<file path="config.mk">
export PLATFORM = sky130hd
export DESIGN_NAME = pm_jtag_tap_ctrl
export DESIGN_NICKNAME = d
export VERILOG_FILES = /design/src/rtl/pm_jtag_tap_ctrl.sv
export SDC_FILE = /design/constraint.sdc
export NUM_CORES = 1
export LEC_CHECK = 0
export ABC_AREA = 0
export BUFFER_PORTS_ARGS = -buffer_cell sky130_fd_sc_hd__buf_2
export CAP_MARGIN = 10
export CORE_MARGIN = 3
export CORE_UTILIZATION = 24
export DETAILED_ROUTE_END_ITERATION = 8
export PLACE_DENSITY = 0.38
export RECOVER_POWER = 50
export SETUP_SLACK_MARGIN = 0.2
export SLEW_MARGIN = 20
export SYNTH_ARGS = -nofsm -noshare
export SYNTH_HDL_FRONTEND = slang
export SYNTH_SLANG_ARGS = --single-unit
</file>
<file path="constraint.sdc">
create_clock -name reg_tck -period 4.2 [get_ports reg_tck]
set_input_delay 0.84 -clock reg_tck [delete_from_list [all_inputs] [get_ports reg_tck]]
set_output_delay 0.84 -clock reg_tck [all_outputs]
set_load 0.02 [all_outputs]
</file>
<file path="src/rtl/pm_jtag_tap_ctrl.sv">
// pm_jtag_tap_ctrl: IEEE 1149.1 TAP controller for the PM-control JTAG port.
// It runs the 16-state TAP FSM and holds the instruction register. It decodes
// the instruction into BYPASS, IDCODE or one of DR_NUM user data registers.
// It generates the capture/shift/update strobes for the selected register and
// registers the serial output onto tdo on the falling edge of reg_tck.
// Optional feature: define PM_TAP_IDCODE_EN to build the 32-bit IDCODE
// register. With that macro the reset instruction becomes IDCODE_OP.
module pm_jtag_tap_ctrl #(
  parameter int                  IR_WIDTH     = 4,
  parameter int                  DR_NUM       = 2,
  parameter logic [IR_WIDTH-1:0] USER_OP_BASE = 4'h2,
  parameter logic [IR_WIDTH-1:0] IDCODE_OP    = 4'h1,
  parameter logic [31:0]         IDCODE_VAL   = 32'h0000_0001
) (
  input  logic              reg_tck,
  input  logic              reg_rst,
  input  logic              tms,
  input  logic              tdi,
  output logic              tdo,
  output logic              tdo_en,
  output logic [3:0]        tap_state,
  input  logic              bypass_out,
  output logic              bypass_cap_en,
  output logic              bypass_shift_en,
  output logic [DR_NUM-1:0] dr_sel,
  output logic              dr_capture_en,
  output logic              dr_shift_en,
  output logic              dr_update_en,
  input  logic [DR_NUM-1:0] dr_tdo
);

  typedef enum logic [3:0] {
    TLR    = 4'h0,
    RTI    = 4'h1,
    SEL_DR = 4'h2,
    CAP_DR = 4'h3,
    SH_DR  = 4'h4,
    EX1_DR = 4'h5,
    PAU_DR = 4'h6,
    EX2_DR = 4'h7,
    UPD_DR = 4'h8,
    SEL_IR = 4'h9,
    CAP_IR = 4'hA,
    SH_IR  = 4'hB,
    EX1_IR = 4'hC,
    PAU_IR = 4'hD,
    EX2_IR = 4'hE,
    UPD_IR = 4'hF
  } tap_state_t;

`ifdef PM_TAP_IDCODE_EN
  localparam logic [IR_WIDTH-1:0] RESET_IR = IDCODE_OP;
`else
  localparam logic [IR_WIDTH-1:0] RESET_IR = {IR_WIDTH{1'b1}};
`endif

  // The capture pattern ends in 2'b01, as 1149.1 requires.
  localparam logic [IR_WIDTH-1:0] IR_CAPTURE = IR_WIDTH'(2'b01);

  tap_state_t          state;
  tap_state_t          state_next;
  logic [IR_WIDTH-1:0] ir_shift;
  logic [IR_WIDTH-1:0] ir_active;
  logic [DR_NUM-1:0]   user_sel;
  logic                any_user;
  logic                sel_bypass;
  logic                dr_serial;
`ifdef PM_TAP_IDCODE_EN
  logic                sel_idcode;
  logic [31:0]         idcode_shift;
`endif

  // TAP state register; reset forces Test-Logic-Reset at once.
  always_ff @(posedge reg_tck or posedge reg_rst) begin
    if (reg_rst) state <= TLR;
    else         state <= state_next;
  end

  // Standard 1149.1 transition graph, steered by tms.
  always_comb begin
    state_next = state;
    case (state)
      TLR:     state_next = tms ? TLR    : RTI;
      RTI:     state_next = tms ? SEL_DR : RTI;
      SEL_DR:  state_next = tms ? SEL_IR : CAP_DR;
      CAP_DR:  state_next = tms ? EX1_DR : SH_DR;
      SH_DR:   state_next = tms ? EX1_DR : SH_DR;
      EX1_DR:  state_next = tms ? UPD_DR : PAU_DR;
      PAU_DR:  state_next = tms ? EX2_DR : PAU_DR;
      EX2_DR:  state_next = tms ? UPD_DR : SH_DR;
      UPD_DR:  state_next = tms ? SEL_DR : RTI;
      SEL_IR:  state_next = tms ? TLR    : CAP_IR;
      CAP_IR:  state_next = tms ? EX1_IR : SH_IR;
      SH_IR:   state_next = tms ? EX1_IR : SH_IR;
      EX1_IR:  state_next = tms ? UPD_IR : PAU_IR;
      PAU_IR:  state_next = tms ? EX2_IR : PAU_IR;
      EX2_IR:  state_next = tms ? UPD_IR : SH_IR;
      UPD_IR:  state_next = tms ? SEL_DR : RTI;
      default: state_next = TLR;
    endcase
  end

  // IR shift register: capture the fixed pattern, then shift right with tdi
  // entering at the MSB.
  always_ff @(posedge reg_tck or posedge reg_rst) begin
    if (reg_rst) begin
      ir_shift <= '0;
    end else if (state == CAP_IR) begin
      ir_shift <= IR_CAPTURE;
    end else if (state == SH_IR) begin
      ir_shift <= {tdi, ir_shift[IR_WIDTH-1:1]};
    end
  end

  // Active IR: reloads the reset instruction on any entry into TLR. It takes
  // the shifted value on the edge that leaves Update-IR, so a DR scan never
  // disturbs it.
  always_ff @(posedge reg_tck or posedge reg_rst) begin
    if (reg_rst) begin
      ir_active <= RESET_IR;
    end else if (state_next == TLR) begin
      ir_active <= RESET_IR;
    end else if (state == UPD_IR) begin
      ir_active <= ir_shift;
    end
  end

  // Instruction decode. All-ones always means BYPASS and takes priority.
  // Opcodes that match nothing also fall back to BYPASS.
  always_comb begin
    user_sel = '0;
    for (int i = 0; i < DR_NUM; i++) begin
      if (!(&ir_active) && (ir_active == USER_OP_BASE + IR_WIDTH'(i))) begin
        user_sel[i] = 1'b1;
      end
    end
  end

  assign any_user = |user_sel;

`ifdef PM_TAP_IDCODE_EN
  assign sel_idcode = !(&ir_active) && !any_user && (ir_active == IDCODE_OP);
  assign sel_bypass = !any_user && !sel_idcode;

  // IDCODE register: loads the fixed ID on capture and shifts out LSB first.
  always_ff @(posedge reg_tck or posedge reg_rst) begin
    if (reg_rst) begin
      idcode_shift <= IDCODE_VAL;
    end else if (sel_idcode && (state == CAP_DR)) begin
      idcode_shift <= IDCODE_VAL;
    end else if (sel_idcode && (state == SH_DR)) begin
      idcode_shift <= {tdi, idcode_shift[31:1]};
    end
  end
`else
  assign sel_bypass = !any_user;
`endif

  assign tap_state       = state;
  assign dr_sel          = user_sel;
  assign bypass_cap_en   = sel_bypass && (state == CAP_DR);
  assign bypass_shift_en = sel_bypass && (state == SH_DR);
  assign dr_capture_en   = any_user && (state == CAP_DR);
  assign dr_shift_en     = any_user && (state == SH_DR);
  assign dr_update_en    = any_user && (state == UPD_DR);

  // Serial output of whichever data register the current instruction selects.
  always_comb begin
    dr_serial = bypass_out;
    if (any_user) dr_serial = |(dr_tdo & user_sel);
`ifdef PM_TAP_IDCODE_EN
    if (sel_idcode) dr_serial = idcode_shift[0];
`endif
  end

  // tdo is launched on the falling edge and holds its value outside shift
  // states.
  always_ff @(negedge reg_tck or posedge reg_rst) begin
    if (reg_rst) begin
      tdo    <= 1'b0;
      tdo_en <= 1'b0;
    end else begin
      tdo_en <= (state == SH_IR) || (state == SH_DR);
      if (state == SH_IR)      tdo <= ir_shift[0];
      else if (state == SH_DR) tdo <= dr_serial;
    end
  end

endmodule

</file>
==> results.ini, run 1 <==
[logic_synthesis]
yosys-top-cells-count=nand2_1, a21oi_1, o21ai_0
synth.avg_cell_area_um2=8.821
syn_area_um2=882.1
synthDistinctLibCells=33
ys_ff_latch=14
synth_top_area_share_pct=22.70
yosysWarnings=0
syn_inst=100
syn_nets=107
synth_edf_count=0
synthFlopType=dfrtp_1
async_flop_share_pct=100.0
synthTopCellsByArea=dfrtp_1, dfstp_2, nand2_1
post-synth-top-area-cell=dfrtp_1
yosysMostFrequentCell=nand2_1
yosysSeqAreaShare_pct=40.28

[clock_tree]
cts-buffers-inserted=3
postCtsSetupRepairBufs=0
h-tree-depth=1
clock_sinks=14
clk_latency_ns=0.26
cts_root_buf=clkbuf_8
ctsHoldBuffers=0
clk_path_buf_depth=2
path_clk_slew_ns=0.06
cts_resized=0
cts_tree=built

[setup_path]
path_class=flip-flop to output port
rr_worst_depth=3
cp_data_required_time_ns=3.36
path_cells=buf_2
timing.critical_path.buf_inv=1
crit_arrival_ns=2.95
end_kind=output port
critPathMaxFanout=3
path_depth=1
cp_top_family=flip-flops
cp-start-kind=flip-flop
crit_slowest_cell=dfrtn_1
max_stage_delay_ns=0.42

[drt]
ant_nets=0
drtIter0Drc=25
first_pass_iters=4
vias_per_cell=4.733
vias=781
drt-total-wl_um=2080
wl_per_cell_um=12.61
drc=0

[power]
powerDensity_nw_per_um2=746.2
max-vdd-ir-drop_mv=0.1748
power_mw=0.7806
p_leak_nw=0.4911

[grt]
grt.total_usage_pct=10.71
antenna_found_initial=0
grt_pass1_vias=723
grt_pass1_wl_um=3491
grt_remaining_overflow=0
grt_max_degree=17

[sta]
finalClockSkew_ns=0.01823
rsz0062_at_grt=false
hold_viol=0
report.final.setup_viol=0
slew_headroom_pct=46.05
worstMarginPinSlew_ns=0.8092
final-max-slew-violation-count=0
fin_tns_setup_ns=0
hold_ws_ns=0.5179

[outcome]
status=finished, final reports clean

[floorplanning]
row_count=21
dieArea_um2=4439
num_io_pins=20
die_y_um=66.63
core_area_um2=3442
die_width_um=66.63
initial_core_util_pct=25.63

[place]
gp_congestion=0.7218
dp_hpwl_um=1562
port_buffers=19

[hold_path]
hp-class=flip-flop to flip-flop
hold_depth=2

[finish]
nFillCells=398
num_antenna_cells=0
area_growth_pct=18.58
nets=127
utilization_pct=30.39
drive_gt1_share_pct=29.41

[job]
drv_cap=0

final timing paths:
check / slack (ns) / start / to
worst max-delay path: 0.41 / tdo$_DFFE_NP0P_ / tdo
worst min-delay path: 0.52 / ir_shift[2]$_DFFE_PP0N_ / ir_shift[2]$_DFFE_PP0N_
worst max register to register: 0.64 / ir_active[1]$_DFFE_PP1P_ / tdo$_DFFE_NP0P_
worst min register to register: 0.52 / ir_shift[2]$_DFFE_PP0N_ / ir_shift[2]$_DFFE_PP0N_
max in group asynchronous: 0.90 / reg_rst / tdo$_DFFE_NP0P_
min in group asynchronous: 0.80 / reg_rst / ir_shift[3]$_DFFE_PP0N_
tightest hold or removal path, stage by stage (launching register included):
cell and delay (ns):
dfrtp_1 0.37, nand2_1 0.05, o21ai_0 0.06
routing by layer:
metal	up-vias	share of wire, %	global-route usage (%)
met3	4	6.1	2.530
met2	18	45	16.83
li1	383	-	-
met1	376	48	13.27
met4	0	1.6	6.091
met5	-	0	0
final cells by class:
type	instances	area [um2]	share of cell area (%)
tap	46	57.56	5.502
sequential	14	355.3	33.97
multi-input combinational	75	449.2	42.94
timing repair buffer	23	117.6	11.24
inverter	3	11.26	1.077
clock buffer	4	55.05	5.263
logic make-up after synthesis:
logic type / Yosys count / share of synthesized area [%]
simple gates: 43 / 26.81
flops: 14 / 40.28
compound gates: 25 / 17.45
buf+inv: 11 / 7.801
mux: 5 / 5.674
xor+xnor: 2 / 1.986
layout by cell type, fill, tap and decap left out, types with 3 or more instances in the layout:
master    Yosys  final
nor2b_1       2      3
o21ai_0       9      9
a21oi_1      10     10
clkbuf_8      0      4
buf_2         4     19
nand2_1      18     18
mux2i_1       5      5
dfrtp_1       8      8
dfstp_2       4      4
nand3_1       3      3
nor2_1        5      5
inv_1         2      3
power by group:
group / total, mW / switching (mW) / internal [mW]
sequential: 0.271 / 0.0671 / 0.204
combinational: 0.377 / 0.230 / 0.147
clock: 0.133 / 0.0495 / 0.0830
per-stage QoR:
step	setup slack [ns]	instance area, um2	cells
finish	0.4051	1046	165
global route	0.3704	1046	165
CTS	0.3950	1062	165
detailed placement	0.4962	1007	161
global placement	0.5163	1007	161
floorplan	0.6527	882.1	100
state kept, by name, indices dropped and copies added (netlist names):
name       count
ir_shift       4
tap_state      4
ir_active      4
tdo_en         1
tdo            1
No activity file was read; power rests on OpenSTA's default activity.
==> run 2: changes to the inputs <==
--- a/config.mk
+++ b/config.mk
@@ -9,9 +9,9 @@
 export BUFFER_PORTS_ARGS = -buffer_cell sky130_fd_sc_hd__buf_2
 export CAP_MARGIN = 10
 export CORE_MARGIN = 3
-export CORE_UTILIZATION = 24
+export CORE_UTILIZATION = 56
 export DETAILED_ROUTE_END_ITERATION = 8
-export PLACE_DENSITY = 0.38
+export PLACE_DENSITY_LB_ADDON = 0.25
 export RECOVER_POWER = 50
 export SETUP_SLACK_MARGIN = 0.2
 export SLEW_MARGIN = 20
==> results.ini, run 2 (synthesized netlist as in run 1, its figures left out) <==
[outcome]
status=finished, final reports clean

[clock_tree]
cts_tree=built
ctsHoldBuffers=0
cts_root_buf=clkbuf_4
clk_path_buf_depth=2
path_clk_slew_ns=0.08
postCtsSetupRepairBufs=0
clock_sinks=14
h-tree-depth=1
cts_resized=0
cts-buffers-inserted=3
clk_latency_ns=0.29

[floorplanning]
core_area_um2=1383
dieArea_um2=2088
die_width_um=45.69
initial_core_util_pct=63.80
die_y_um=45.69
num_io_pins=20
row_count=13

[drt]
wl_per_cell_um=14.38
first_pass_iters=4
drtIter0Drc=16
vias=788
vias_per_cell=6.015
ant_nets=0
drc=0
drt-total-wl_um=1884

[job]
drv_cap=0

[place]
port_buffers=19
dp_hpwl_um=1323
place_ws_ns=0.4762
gp_congestion=0.8840

[power]
power_mw=0.7293
max-vdd-ir-drop_mv=0.3814
p_leak_nw=0.4749
powerDensity_nw_per_um2=751.1

[setup_path]
end_kind=output port
cp-start-kind=flip-flop
critPathMaxFanout=3
path_cells=buf_2
timing.critical_path.buf_inv=1
r2r_slack_ns=0.58
path_class=flip-flop to output port
crit_slowest_cell=dfrtn_1
max_stage_delay_ns=0.44
crit_arrival_ns=3.01
cp_data_required_time_ns=3.36
cp_top_family=flip-flops

[finish]
drive_gt1_share_pct=28.45
nFillCells=115
final_cell_mix=buf_2, nand2_1, a21oi_1
nets=124
num_antenna_cells=0
area_growth_pct=10.07
mostFrequentLayoutCell=buf_2

[sta]
worstMarginPinSlew_ns=0.5608
fin_tns_setup_ns=0
slew_headroom_pct=62.57
setup_slack_ns=0.3527
final-max-slew-violation-count=0
hold_viol=0
hold_ws_ns=0.5208
finalClockSkew_ns=0.006370
rsz0062_at_grt=false
report.final.setup_viol=0

[grt]
grt_max_degree=18
grt_remaining_overflow=0
grt_pass1_vias=701
antenna_found_initial=0
grt_pass1_wl_um=3346
grt.total_usage_pct=22.43

[hold_path]
hp-class=flip-flop to flip-flop

-- run 2: cell count changes in the layout (fill, tap and decap cells not counted), sizes merged --
cell,delta
clkbuf,-2
buf,-1
-- run 2: report_power, final --
part / switching, mW / internal, mW / leakage, nW
Clock: 0.0461 / 0.0528 / 0.0210
Combinational: 0.193 / 0.138 / 0.284
Sequential: 0.0966 / 0.203 / 0.170
-- run 2: stage by stage --
stage                     area (um2)  std cells  utilization, %
after global placement         945.9        127           68.42
after floorplan                882.1        100               -
final                          970.9        131           70.23
after detailed placement       945.9        127           68.42
after CTS                      982.2        131           71.04
after global routing           970.9        131           70.23
-- run 2: per-layer routing --
layer,part of all wire (%),track usage (%),vias to the layer above
met5,0,0,-
met4,1.4,6.818,0
met3,9.3,4.743,5
met2,47,34.26,40
met1,42,31.76,367
li1,-,-,376
-- run 2: path summary, 6_finish.rpt --
path	startpoint	endpoint	cells past startpoint
max	tdo$_DFFE_NP0P_	tdo	1
min	ir_shift[2]$_DFFE_PP0N_	ir_shift[2]$_DFFE_PP0N_	2
max reg2reg	tap_state[2]$_DFF_PP0_	tdo$_DFFE_NP0P_	4
min reg2reg	ir_shift[2]$_DFFE_PP0N_	ir_shift[2]$_DFFE_PP0N_	2
max in group asynchronous	reg_rst	tdo$_DFFE_NP0P_	2
min in group asynchronous	reg_rst	tap_state[2]$_DFF_PP0_	2
-- run 2: final cells by class --
type | instances | area, um2 | area share (%)
multi-input combinational | 75 | 446.7 | 46.01
sequential | 14 | 355.3 | 36.60
timing repair buffer | 20 | 102.6 | 10.57
clock buffer | 4 | 36.28 | 3.737
tap | 15 | 18.77 | 1.933
inverter | 3 | 11.26 | 1.160
